--- config.mk ---
export PLATFORM = sky130hd
export DESIGN_NAME = serial_adder_ctrl_flat
export DESIGN_NICKNAME = d
export VERILOG_FILES = /design/src/rtl/serial_adder_ctrl_if.sv /design/src/rtl/serial_adder_ctrl.sv /design/src/flat_wrapper.sv
export SDC_FILE = /design/constraint.sdc
export NUM_CORES = 1
export LEC_CHECK = 0
export CORE_ASPECT_RATIO = 0.7
export CORE_UTILIZATION = 40
export CTS_CLUSTER_SIZE = 28
export DETAILED_ROUTE_END_ITERATION = 12
export SETUP_SLACK_MARGIN = 0.3
export SLEW_MARGIN = 0
export SYNTH_ARGS = -nofsm -noshare
export SYNTH_HDL_FRONTEND = slang
export SYNTH_SLANG_ARGS = --single-unit
--- constraint.sdc ---
create_clock -name clk -period 1.6 [get_ports clk]
set_clock_uncertainty 0.1 [all_clocks]
set_input_delay 0.16 -clock clk [delete_from_list [all_inputs] [get_ports clk]]
set_output_delay 0.16 -clock clk [all_outputs]
set_load 0.005 [all_outputs]
--- src/rtl/serial_adder_ctrl_if.sv ---
// Request/result channel between a requester and the bit-serial adder controller.
// Handshake: start is sampled on a rising edge only while busy is low. That edge
// accepts a, b and cin. done then pulses for one cycle, with sum/cout valid from
// that cycle until the next completion.
interface serial_adder_ctrl_if #(
    parameter int WIDTH = 8
);
    logic             start;
    logic [WIDTH-1:0] a;
    logic [WIDTH-1:0] b;
    logic             cin;
    logic             busy;
    logic             done;
    logic [WIDTH-1:0] sum;
    logic             cout;
    logic [1:0]       fsm_state;

    modport master (
        output start, a, b, cin,
        input  busy, done, sum, cout, fsm_state
    );

    modport slave (
        input  start, a, b, cin,
        output busy, done, sum, cout, fsm_state
    );
endinterface

--- src/rtl/serial_adder_ctrl.sv ---
// Bit-serial adder: one full_adder cell is stepped over WIDTH cycles, LSB first,
// under a start/done handshake. The result registers hold until the next completion.
module full_adder (
    input  logic a,
    input  logic b,
    input  logic cin,
    output logic sum,
    output logic cout
);
    assign sum  = a ^ b ^ cin;
    assign cout = (a & b) | (a & cin) | (b & cin);
endmodule

module serial_adder_ctrl #(
    parameter int WIDTH = 8
) (
    input  logic                clk,
    input  logic                rst,
    serial_adder_ctrl_if.slave  bus
);
    localparam int CW = $clog2(WIDTH + 1);

    localparam logic [1:0] S_IDLE = 2'd0;
    localparam logic [1:0] S_RUN  = 2'd1;
    localparam logic [1:0] S_DONE = 2'd2;

    localparam logic [CW-1:0] LAST = CW'(WIDTH - 1);

    logic [1:0]       state;
    logic [WIDTH-1:0] a_sh;
    logic [WIDTH-1:0] b_sh;
    logic [WIDTH-1:0] p_sh;
    logic [WIDTH-1:0] p_next;
    logic [WIDTH-1:0] sum_q;
    logic             c_q;
    logic             cout_q;
    logic [CW-1:0]    cnt;
    logic             fa_sum;
    logic             fa_cout;

    full_adder u_fa (
        .a    (a_sh[0]),
        .b    (b_sh[0]),
        .cin  (c_q),
        .sum  (fa_sum),
        .cout (fa_cout)
    );

    // New bit enters at the MSB so that after WIDTH shifts bit 0 sits at the LSB.
    // Written as shift/or so that it also holds when WIDTH is 1.
    assign p_next = (p_sh >> 1) | (WIDTH'(fa_sum) << (WIDTH - 1));

    always_ff @(posedge clk) begin
        if (rst) begin
            state  <= S_IDLE;
            a_sh   <= '0;
            b_sh   <= '0;
            p_sh   <= '0;
            c_q    <= 1'b0;
            cnt    <= '0;
            sum_q  <= '0;
            cout_q <= 1'b0;
        end else begin
            case (state)
                S_IDLE: begin
                    if (bus.start) begin
                        a_sh  <= bus.a;
                        b_sh  <= bus.b;
                        c_q   <= bus.cin;
                        p_sh  <= '0;
                        cnt   <= '0;
                        state <= S_RUN;
                    end
                end
                S_RUN: begin
                    a_sh <= a_sh >> 1;
                    b_sh <= b_sh >> 1;
                    p_sh <= p_next;
                    c_q  <= fa_cout;
                    cnt  <= cnt + CW'(1);
                    if (cnt == LAST) begin
                        sum_q  <= p_next;
                        cout_q <= fa_cout;
                        state  <= S_DONE;
                    end
                end
                S_DONE: begin
                    state <= S_IDLE;
                end
                default: begin
                    state <= S_IDLE;
                end
            endcase
        end
    end

    // Status is a pure decode of the state register: no input reaches busy/done.
    assign bus.busy      = (state != S_IDLE);
    assign bus.done      = (state == S_DONE);
    assign bus.sum       = sum_q;
    assign bus.cout      = cout_q;
    assign bus.fsm_state = state;
endmodule

--- src/flat_wrapper.sv ---
// flat-port wrapper written by rule: the top's interface ports become plain ports
module serial_adder_ctrl_flat 
#(
    parameter int WIDTH = 8
)
  (clk, rst, bus_start, bus_a, bus_b, bus_cin, bus_busy, bus_done, bus_sum, bus_cout, bus_fsm_state);
  serial_adder_ctrl_if #(.WIDTH(WIDTH)) bus_i ();
  input  logic clk;
  input  logic rst;
  input wire logic [$bits(bus_i.start)-1:0] bus_start;
  input wire logic [$bits(bus_i.a)-1:0] bus_a;
  input wire logic [$bits(bus_i.b)-1:0] bus_b;
  input wire logic [$bits(bus_i.cin)-1:0] bus_cin;
  output wire logic [$bits(bus_i.busy)-1:0] bus_busy;
  output wire logic [$bits(bus_i.done)-1:0] bus_done;
  output wire logic [$bits(bus_i.sum)-1:0] bus_sum;
  output wire logic [$bits(bus_i.cout)-1:0] bus_cout;
  output wire logic [$bits(bus_i.fsm_state)-1:0] bus_fsm_state;
  assign bus_i.start = bus_start;
  assign bus_i.a = bus_a;
  assign bus_i.b = bus_b;
  assign bus_i.cin = bus_cin;
  assign bus_busy = bus_i.busy;
  assign bus_done = bus_i.done;
  assign bus_sum = bus_i.sum;
  assign bus_cout = bus_i.cout;
  assign bus_fsm_state = bus_i.fsm_state;
  serial_adder_ctrl #(.WIDTH(WIDTH)) u_core (.clk(clk), .rst(rst), .bus(bus_i));
endmodule
==> impl_metrics.csv <==
group,metric,value,unit
route,routedWlPerCell,14.82,µm
clock_network,clk_pin_slew_worst_paths,0.08,ns
grt,grt_start_max_net_pins,41,
route,drtIter0Drc,109,
route,antenna_left,0,
pwr,power_per_cell_area,709.4,mW/mm²
final_layout,final_util,0.6682,
placed_design,dp_cells,308,
die,die_y,59.02,µm
synth,syn_nets,248,
placed_design,io_buffer_count,32,
pwr,total_power,2.088,mW
critical_path,end_kind,"flip-flop",
clock_network,cts_buffers,5,
timing,min_period,1.491,ns
pwr,leakage,1.175,nW
final_layout,fill_cells,364,
grt,grt_first_pass_wirelength,8024,µm
critical_path,start_kind,"flip-flop",
critical_path,slowest_delay,0.36,ns
synth,synthCells,226,
critical_path,critPathMostFrequentCell,"buf_12",
grt,grt_pass1_vias,1580,
final_layout,final_cell_mix,"dfxtp_1 (35), a21oi_1 (33), nor2_1 (29)",
placed_design,gp_congestion,0.7533,
synth,ys_top_cells_by_area,"dfxtp_1 (42%), a21oi_1 (11%), o221a_1 (9.1%)",
die,core,0.004404,mm²
timing,final.setup.tns,0,ns
synth,synth_top_cell_area_share,0.4202,
clock_network,clockRootBuffer,"clkbuf_8",
final_layout,final_common_cell,"dfxtp_1",
timing,hold_violations,0,
worst_hold_path,hold_path_class,"flip-flop to flip-flop",
flow_run,drv_cap,0,
timing,min_period_over_period,0.9316,
synth,ys_types,29,
clock_network,htreeDepth,2,
route,vias,1795,
synth,syn_area,0.001858,mm²
synth,ys_seq_area_frac,0.4202,
grt,grt_usage,0.2127,
final_layout,stdcell_count,338,
final_layout,final_nets,304,
grt,antenna_found_initial,0,
die,row_count,20,
synth,synth-edff-count,0,
critical_path,worst-path-max-fanout,8,
worst_hold_path,min_path_cells,2,
clock_network,clkLatencyLatePin,0.29,ns
route,vias_per_cell,5.311,
critical_path,path_cells,"buf_12, buf_8, buf_12, o21bai_4, buf_6, a211oi_1",
run_status,status,"finished, final reports clean",
final_layout,drive_above_1_share,0.3216,
clock_network,clock_path_buffers,2,
critical_path,critPathSlowestCell,"dfxtp_4",
timing,slew_violations,0,
die,dieArea,0.004926,mm²
timing,rsz0062_at_grt,"yes",
synth,syn-mean-instance-area,8.221,µm²
final_layout,area_growth_syn_to_layout,58.38,%
final_layout,multi_input_area,0.001136,mm²
placed_design,dp_worst_setup_slack,0.1094,ns
placed_design,postPlaceCellArea,0.002287,mm²
final_layout,seq_area,790.8,µm²
die,start_util,0.4219,
pwr,peakVddDrop,0.3997,mV
timing,setup_slack,0.1094,ns
route,wl,5010,µm
critical_path,worstPathArrival,1.58,ns
synth,ys.flop_type,"dfxtp_1",
synth,yosysWarningCount,0,
placed_design,hpwl,2702,µm
clock_network,cts_tree,"done",
critical_path,critPathKind,"flip-flop to flip-flop",
timing,tightest_slew,0.2519,ns
timing,setup_viol,0,
route,firstDrtPassIters,4,
clock_network,ctsHoldBuffers,0,
critical_path,reg2regPathDepth,6,
synth,yosysTopAreaCell,"dfxtp_1",
die,die_x,83.46,µm
synth,synthArstFlopShare,0,
grt,overflow,0,
final_layout,fin_area,0.002943,mm²
die,boundaryPins,33,
timing,slew_headroom,0.8321,
route,drc,0,
timing,timing.fmax,670.9,MHz
critical_path,cp.required,1.69,ns
clock_network,clock_sink_count,39,
timing,hold_ws,0.3991,ns
final_layout,n_antenna_cell,0,
synth,ys_seq_elements,39,
## cell usage after synthesis (2+ instances only)
master	number
a21oi_1	42
dfxtp_1	39
nor2_1	39
inv_1	16
o221a_1	15
nand3_1	11
clkbuf_1	9
a21bo_1	8
a22oi_1	8
buf_2	8
nor2b_1	6
nand2_1	5
buf_4	3
o22ai_1	2
## worst max-delay path: cells and delay by family (launching register included)
kind	cells	cell delay [ns]
buf+inv	4	0.53
flops	1	0.36
compound gates	2	0.41
## power breakdown
group,total (mW),switching [mW],internal (mW)
sequential,1.05,0.0407,1.01
combinational,0.386,0.178,0.209
clock,0.648,0.341,0.306
## what timing repair did
action | CTS | global route
setup endpoints to repair | 50 | 42
pin swaps | 41 | 19
buffers inserted | 13 | 2
hold endpoints to repair | 0 | 0
cloned | 7 | 0
gates resized for setup | 87 | 26
## area by class of cell
class / instances / area share
multi-input cells: 150 / 0.3861
repair buffers: 70 / 0.2738
flip-flops and latches: 39 / 0.2687
clock buffers: 7 / 0.02594
well taps: 55 / 0.02338
inverters: 16 / 0.02041
clock inverters: 1 / 0.001701
## final timing paths
| path | start | slack [ns] | to |
|---|---|---|---|
| worst max-delay path | u_core.bus.fsm_state[1] | 0.11 | u_core.bus.fsm_state[0] |
| worst min-delay path | u_core.p_sh[1] | 0.40 | u_core.bus.sum[0] |
| worst max register to register | u_core.bus.fsm_state[1] | 0.11 | u_core.bus.fsm_state[0] |
| worst min register to register | u_core.p_sh[1] | 0.40 | u_core.bus.sum[0] |
## cell families after synthesis
| kind of cell | Yosys count | synth area share |
|---|---|---|
| mux | 1 | 0.005387 |
| simple gates | 67 | 0.1610 |
| flops | 39 | 0.4202 |
| compound gates | 80 | 0.3057 |
| buf+inv | 37 | 0.09024 |
| fa+ha+maj | 2 | 0.01751 |
## registers in the layout, indices dropped and copies added, names as in the netlist
register,count
u_core.a_sh,8
u_core.b_sh,8
u_core.bus.sum,8
u_core.p_sh,7
u_core.cnt,4
u_core.bus.fsm_state,2
u_core.bus.cout,1
u_core.c_q,1
## routing by layer
| layer | wire [µm] | GRT usage |
|---|---|---|
| met1 | 2584 | 0.3148 |
| met5 | 0 | 0 |
| met2 | 2256 | 0.3162 |
| met4 | 28 | 0.05569 |
| met3 | 141 | 0.04596 |
Note: power is estimated with default switching activity, not from simulation.
